**config.mk**
```make
export PLATFORM = sky130hd
export DESIGN_NAME = mret_return_ctrl
export DESIGN_NICKNAME = d
export VERILOG_FILES = /design/src/rtl/mret_return_ctrl.sv
export SDC_FILE = /design/constraint.sdc
export NUM_CORES = 1
export LEC_CHECK = 0
export BUFFER_PORTS_ARGS = -buffer_cell sky130_fd_sc_hd__buf_2
export CAP_MARGIN = 10
export CORE_ASPECT_RATIO = 1.1
export CORE_MARGIN = 2
export CORE_UTILIZATION = 47
export DETAILED_ROUTE_END_ITERATION = 7
export GPL_TIMING_DRIVEN = 1
export PLACE_DENSITY = 0.83
export SKIP_CTS_REPAIR_TIMING = 1
export SYNTH_ARGS = -nofsm -noshare
export SYNTH_HDL_FRONTEND = slang
export SYNTH_SLANG_ARGS = --single-unit
```
**constraint.sdc**
```tcl
create_clock -name clk -period 4.55 [get_ports clk]
set_input_delay 0.455 -clock clk [delete_from_list [all_inputs] [get_ports clk]]
set_output_delay 0.455 -clock clk [all_outputs]
set_load 0.02 [all_outputs]
```
**src/rtl/mret_return_ctrl.sv**
```systemverilog
// mret_return_ctrl
// Exit-side sequencer for machine-mode traps. When an mret reaches MEM it
// flushes the younger pipeline stages, redirects fetch to the saved mepc,
// and then commits the mstatus MIE/MPIE restore. New interrupts stay masked
// while a sequence is in progress.
//
// Ports
//   clk                 core clock
//   reset_n             synchronous active-low reset
//   mret_mem            valid mret in MEM this cycle
//   trap_taken          trap entry taken this cycle (beats mret, aborts sequence)
//   mepc                current mepc CSR
//   mstatus_mpie        current mstatus.MPIE
//   fetch_ack           fetch unit accepted the redirect
//   pipe_flush          clear IF/ID, ID/EXE, EXE/MEM
//   pc_redirect_valid   redirect request to fetch
//   pc_redirect_target  redirect address (latched, word aligned)
//   mstatus_we          MIE/MPIE write strobe
//   mstatus_mie_next    value for MIE
//   mstatus_mpie_next   value for MPIE
//   mret_busy           sequence in progress
//   mret_done           one-cycle completion pulse
//
// state    | meaning
// ---------+------------------------------------------------------------
// IDLE     | waiting for an mret in MEM that is not beaten by a trap
// FLUSH    | holding pipe_flush for FLUSH_CYCLES cycles (down-counter)
// REDIRECT | requesting fetch redirect until fetch_ack
// DONE     | one-cycle mstatus restore and completion pulse

module mret_return_ctrl #(
   parameter int FLUSH_CYCLES = 2
) (
   input  logic        clk,
   input  logic        reset_n,
   input  logic        mret_mem,
   input  logic        trap_taken,
   input  logic [31:0] mepc,
   input  logic        mstatus_mpie,
   input  logic        fetch_ack,
   output logic        pipe_flush,
   output logic        pc_redirect_valid,
   output logic [31:0] pc_redirect_target,
   output logic        mstatus_we,
   output logic        mstatus_mie_next,
   output logic        mstatus_mpie_next,
   output logic        mret_busy,
   output logic        mret_done
);

   typedef enum logic [1:0] {
      IDLE     = 2'd0,
      FLUSH    = 2'd1,
      REDIRECT = 2'd2,
      DONE     = 2'd3
   } state_t;

   localparam logic [3:0] CNT_LOAD = 4'(FLUSH_CYCLES - 1);

   state_t      state_q;
   logic [3:0]  cnt_q;
   logic [31:0] target_q;
   logic        mpie_q;

   always_ff @(posedge clk) begin
      if (!reset_n) begin
         state_q  <= IDLE;
         cnt_q    <= 4'd0;
         target_q <= 32'h0000_0000;
         mpie_q   <= 1'b0;
      end else begin
         unique case (state_q)
            IDLE: begin
               // A simultaneous trap wins; the mret is dropped.
               if (mret_mem && !trap_taken) begin
                  // No compressed instructions, so the low two bits are forced to 0.
                  target_q <= mepc & 32'hFFFF_FFFC;
                  mpie_q   <= mstatus_mpie;
                  cnt_q    <= CNT_LOAD;
                  state_q  <= FLUSH;
               end
            end
            FLUSH: begin
               if (trap_taken) begin
                  state_q <= IDLE;
               end else if (cnt_q == 4'd0) begin
                  state_q <= REDIRECT;
               end else begin
                  cnt_q <= cnt_q - 4'd1;
               end
            end
            REDIRECT: begin
               // Trap entry takes over the PC; no restore is committed.
               if (trap_taken) begin
                  state_q <= IDLE;
               end else if (fetch_ack) begin
                  state_q <= DONE;
               end
            end
            DONE: begin
               // The restore always completes once the redirect was accepted.
               state_q <= IDLE;
            end
            default: state_q <= IDLE;
         endcase
      end
   end

   assign pipe_flush         = (state_q == FLUSH);
   assign pc_redirect_valid  = (state_q == REDIRECT);
   assign pc_redirect_target = target_q;
   assign mstatus_we         = (state_q == DONE);
   assign mstatus_mie_next   = (state_q == DONE) & mpie_q;
   assign mstatus_mpie_next  = (state_q == DONE);
   assign mret_busy          = (state_q != IDLE);
   assign mret_done          = (state_q == DONE);

endmodule

```
==> impl_metrics.sql <==
INSERT INTO impl_metrics (metric_group, metric, value, unit) VALUES
('worst_setup_path', 'timing.critical_path.to_type', 'flip-flop', ''),
('sta', 'post-route-min-period', '2070', 'ps'),
('logic_synthesis', 'synthDominantAreaCellType', 'dfxtp_1', ''),
('sta', 'worstMarginPinSlew', '633', 'ps'),
('detailed_routing', 'vias', '1391', ''),
('logic_synthesis', 'synthesis.area', '1430', 'µm²'),
('logic_synthesis', 'number_of_instances_in_the_synthesized_netlist', '182', ''),
('final_layout', 'finalNonFillerCells', '283', ''),
('detailed_routing', 'route.detailed.vias_per_inst', '4.92', ''),
('floorplan', 'dieHeight', '61.9', 'µm'),
('worst_setup_path', 'reg2reg_depth', '6', ''),
('clocking', 'cts-buffers-inserted', '5', ''),
('sta', 'fmaxAchievable', '483', 'MHz'),
('worst_setup_path', 'critPathKind', 'flip-flop to flip-flop', ''),
('global_route', 'grt_usage', '18.6', '%'),
('placed_design', 'placed_cells', '276', ''),
('clocking', 'path_clk_slew', '100', 'ps'),
('global_route', 'grt_pass1_vias', '1183', ''),
('worst_setup_path', 'required', '4810', 'ps'),
('logic_synthesis', 'synth.yosys.seq_area_share', '51.7', '%'),
('floorplan', 'placement_rows', '21', ''),
('detailed_routing', 'drc', '0', ''),
('final_layout', 'layout-drive-gt1-share', '34.5', '%'),
('logic_synthesis', 'post-synth-top-area-fraction', '51.7', '%'),
('sta', 'finalHoldViolations', '0', ''),
('detailed_routing', 'routed_length_per_placed_instance', '11.2', 'µm'),
('hold_path', 'worstHoldPathType', 'primary input to flip-flop', ''),
('floorplan', 'core', '2970', 'µm²'),
('detailed_routing', 'drt_pass1_iterations', '4', ''),
('global_route', 'antenna_found_initial', '0', ''),
('sta', 'setup_viol_count_final', '0', ''),
('sta', 'slew_violations', '0', ''),
('clocking', 'cts-root-buf', 'clkbuf_4', ''),
('sta', 'setup_repair_after_global_routing_missed_its_margin', 'false', ''),
('power_and_ir_drop', 'post-layout-total-power', '0.607', 'mW'),
('sta', 'max-slew-margin-rel', '57.8', '%'),
('floorplan', 'starting_density_of_the_core', '48.3', '%'),
('placed_design', 'pre_cts_slack', '2490', 'ps'),
('sta', 'min_period_over_period', '45.5', '%'),
('sta', 'finalClockSkew', '7.70', 'ps'),
('clocking', 'clock-sinks', '37', ''),
('logic_synthesis', 'synth_seq_cells', '37', ''),
('logic_synthesis', 'yosys_warnings', '0', ''),
('logic_synthesis', 'ys_async_sr_fraction', '0', '%'),
('sta', 'finalSetupTns', '0', 'ps'),
('logic_synthesis', 'post-synth-top-count-cell', 'nand2_1', ''),
('global_route', 'grt_first_pass_wirelength', '4960', 'µm'),
('power_and_ir_drop', 'clock_network_fraction_of_total_power', '28.1', '%'),
('status', 'result_of_the_run', 'complete, no violations', ''),
('sta', 'final.setup.worst_slack', '2480', 'ps'),
('clocking', 'tritoncts', 'built', ''),
('floorplan', 'die_width', '56.6', 'µm'),
('logic_synthesis', 'ys_types', '26', ''),
('logic_synthesis', 'postSynth.topFlopCell', 'dfxtp_1', ''),
('power_and_ir_drop', 'static-leakage-power', '0.877', 'nW'),
('logic_synthesis', 'synth-edff-count', '0', ''),
('worst_setup_path', 'worst-endpoint-arrival', '2330', 'ps'),
('detailed_routing', 'detail_route.iter0.violations', '32', ''),
('power_and_ir_drop', 'pwr_density_cell', '330', 'nW/µm²'),
('power_and_ir_drop', 'switching_portion_of_total_power', '26.5', '%'),
('clocking', 'htree_num_levels', '2', ''),
('final_layout', 'syn2layout_area_growth', '28.4', '%'),
('clocking', 'number_of_buffers_between_clock_root_and_the_deepest_sink', '2', ''),
('floorplan', 'ios', '77', ''),
('detailed_routing', 'ant_nets', '0', ''),
('clocking', 'clock_insertion_delay_worst_skew', '330', 'ps'),
('run', 'cap_viol_max_count', '0', ''),
('worst_setup_path', 'critical_path.startpoint_type', 'flip-flop', ''),
('final_layout', 'post-route-util', '61.9', '%'),
('sta', 'worst_hold_slack', '348', 'ps'),
('floorplan', 'die_area', '3510', 'µm²');
## worst max-delay path: stages (launching register included)
cell and delay (ps):
dfxtp_1 340, inv_1 90, ha_1 220, and4bb_4 210, or4_4 520, or4b_1 480, a21oi_1 150
## sequential cells by signal (all words and copies together) (netlist names)
register	cells
pc_redirect_target	30
state_q	2
mpie_q	1
cnt_q	4
## routing by layer
metal	track usage, %	wire (µm)	up-vias	part of all wire, %
met5	0	0	-	0
met4	8.16	44	0	1.4
met3	7.45	209	6	6.6
met2	33.1	1560	42	49
met1	19.9	1340	623	42
li1	-	-	720	-
## area by class of cell
class,count,area [µm²]
fillers,317,1130
well taps,34,42.5
clock buffers,7,55.1
inverters,5,18.8
flip-flops and latches,37,741
repair buffers,73,368
multi-input cells,127,614
## cell families after synthesis
family,after synthesis,share of synthesized area [%]
adder cells (fa/ha/maj),2,1.75
flip-flops,37,51.7
buffers and inverters,19,6.03
other,1,0.262
AO/OA/AOI/OAI,39,13.8
AND/OR/NAND/NOR,84,26.5
## path summary, 6_finish.rpt
path / from / end / slack, ps
worst max-delay path: cnt_q[0] / cnt_q[3] / 2480
worst min-delay path: mepc[16] / pc_redirect_target[16] / 350
worst max register to register: cnt_q[0] / cnt_q[3] / 2480
worst min register to register: pc_redirect_target[4] / pc_redirect_target[4] / 450
## power by group through the flow
| stage | Combinational (mW) | Sequential (mW) | Clock, mW |
|---|---|---|---|
| 6_report | 0.0912 | 0.346 | 0.170 |
| 5_1_grt | 0.103 | 0.348 | 0.191 |
| 4_1_cts | 0.0924 | 0.346 | 0.178 |
| 3_5_place_dp | 0.0922 | 0.353 | 0 |
| 3_3_place_gp | 0.0905 | 0.353 | 0 |
| 2_1_floorplan | 0.0417 | 0.368 | 0 |
## cell usage in the layout, fill, tap and decap left out, types with 2 or more instances in the layout
master     n
nor3_1     5
dfxtp_1   37
clkbuf_4   5
a21oi_1   36
ha_1       2
conb_1     2
nor2_1     3
buf_2     72
nand2_1   63
o21ai_0    2
inv_1      4
(Power assumes the default switching activity.)
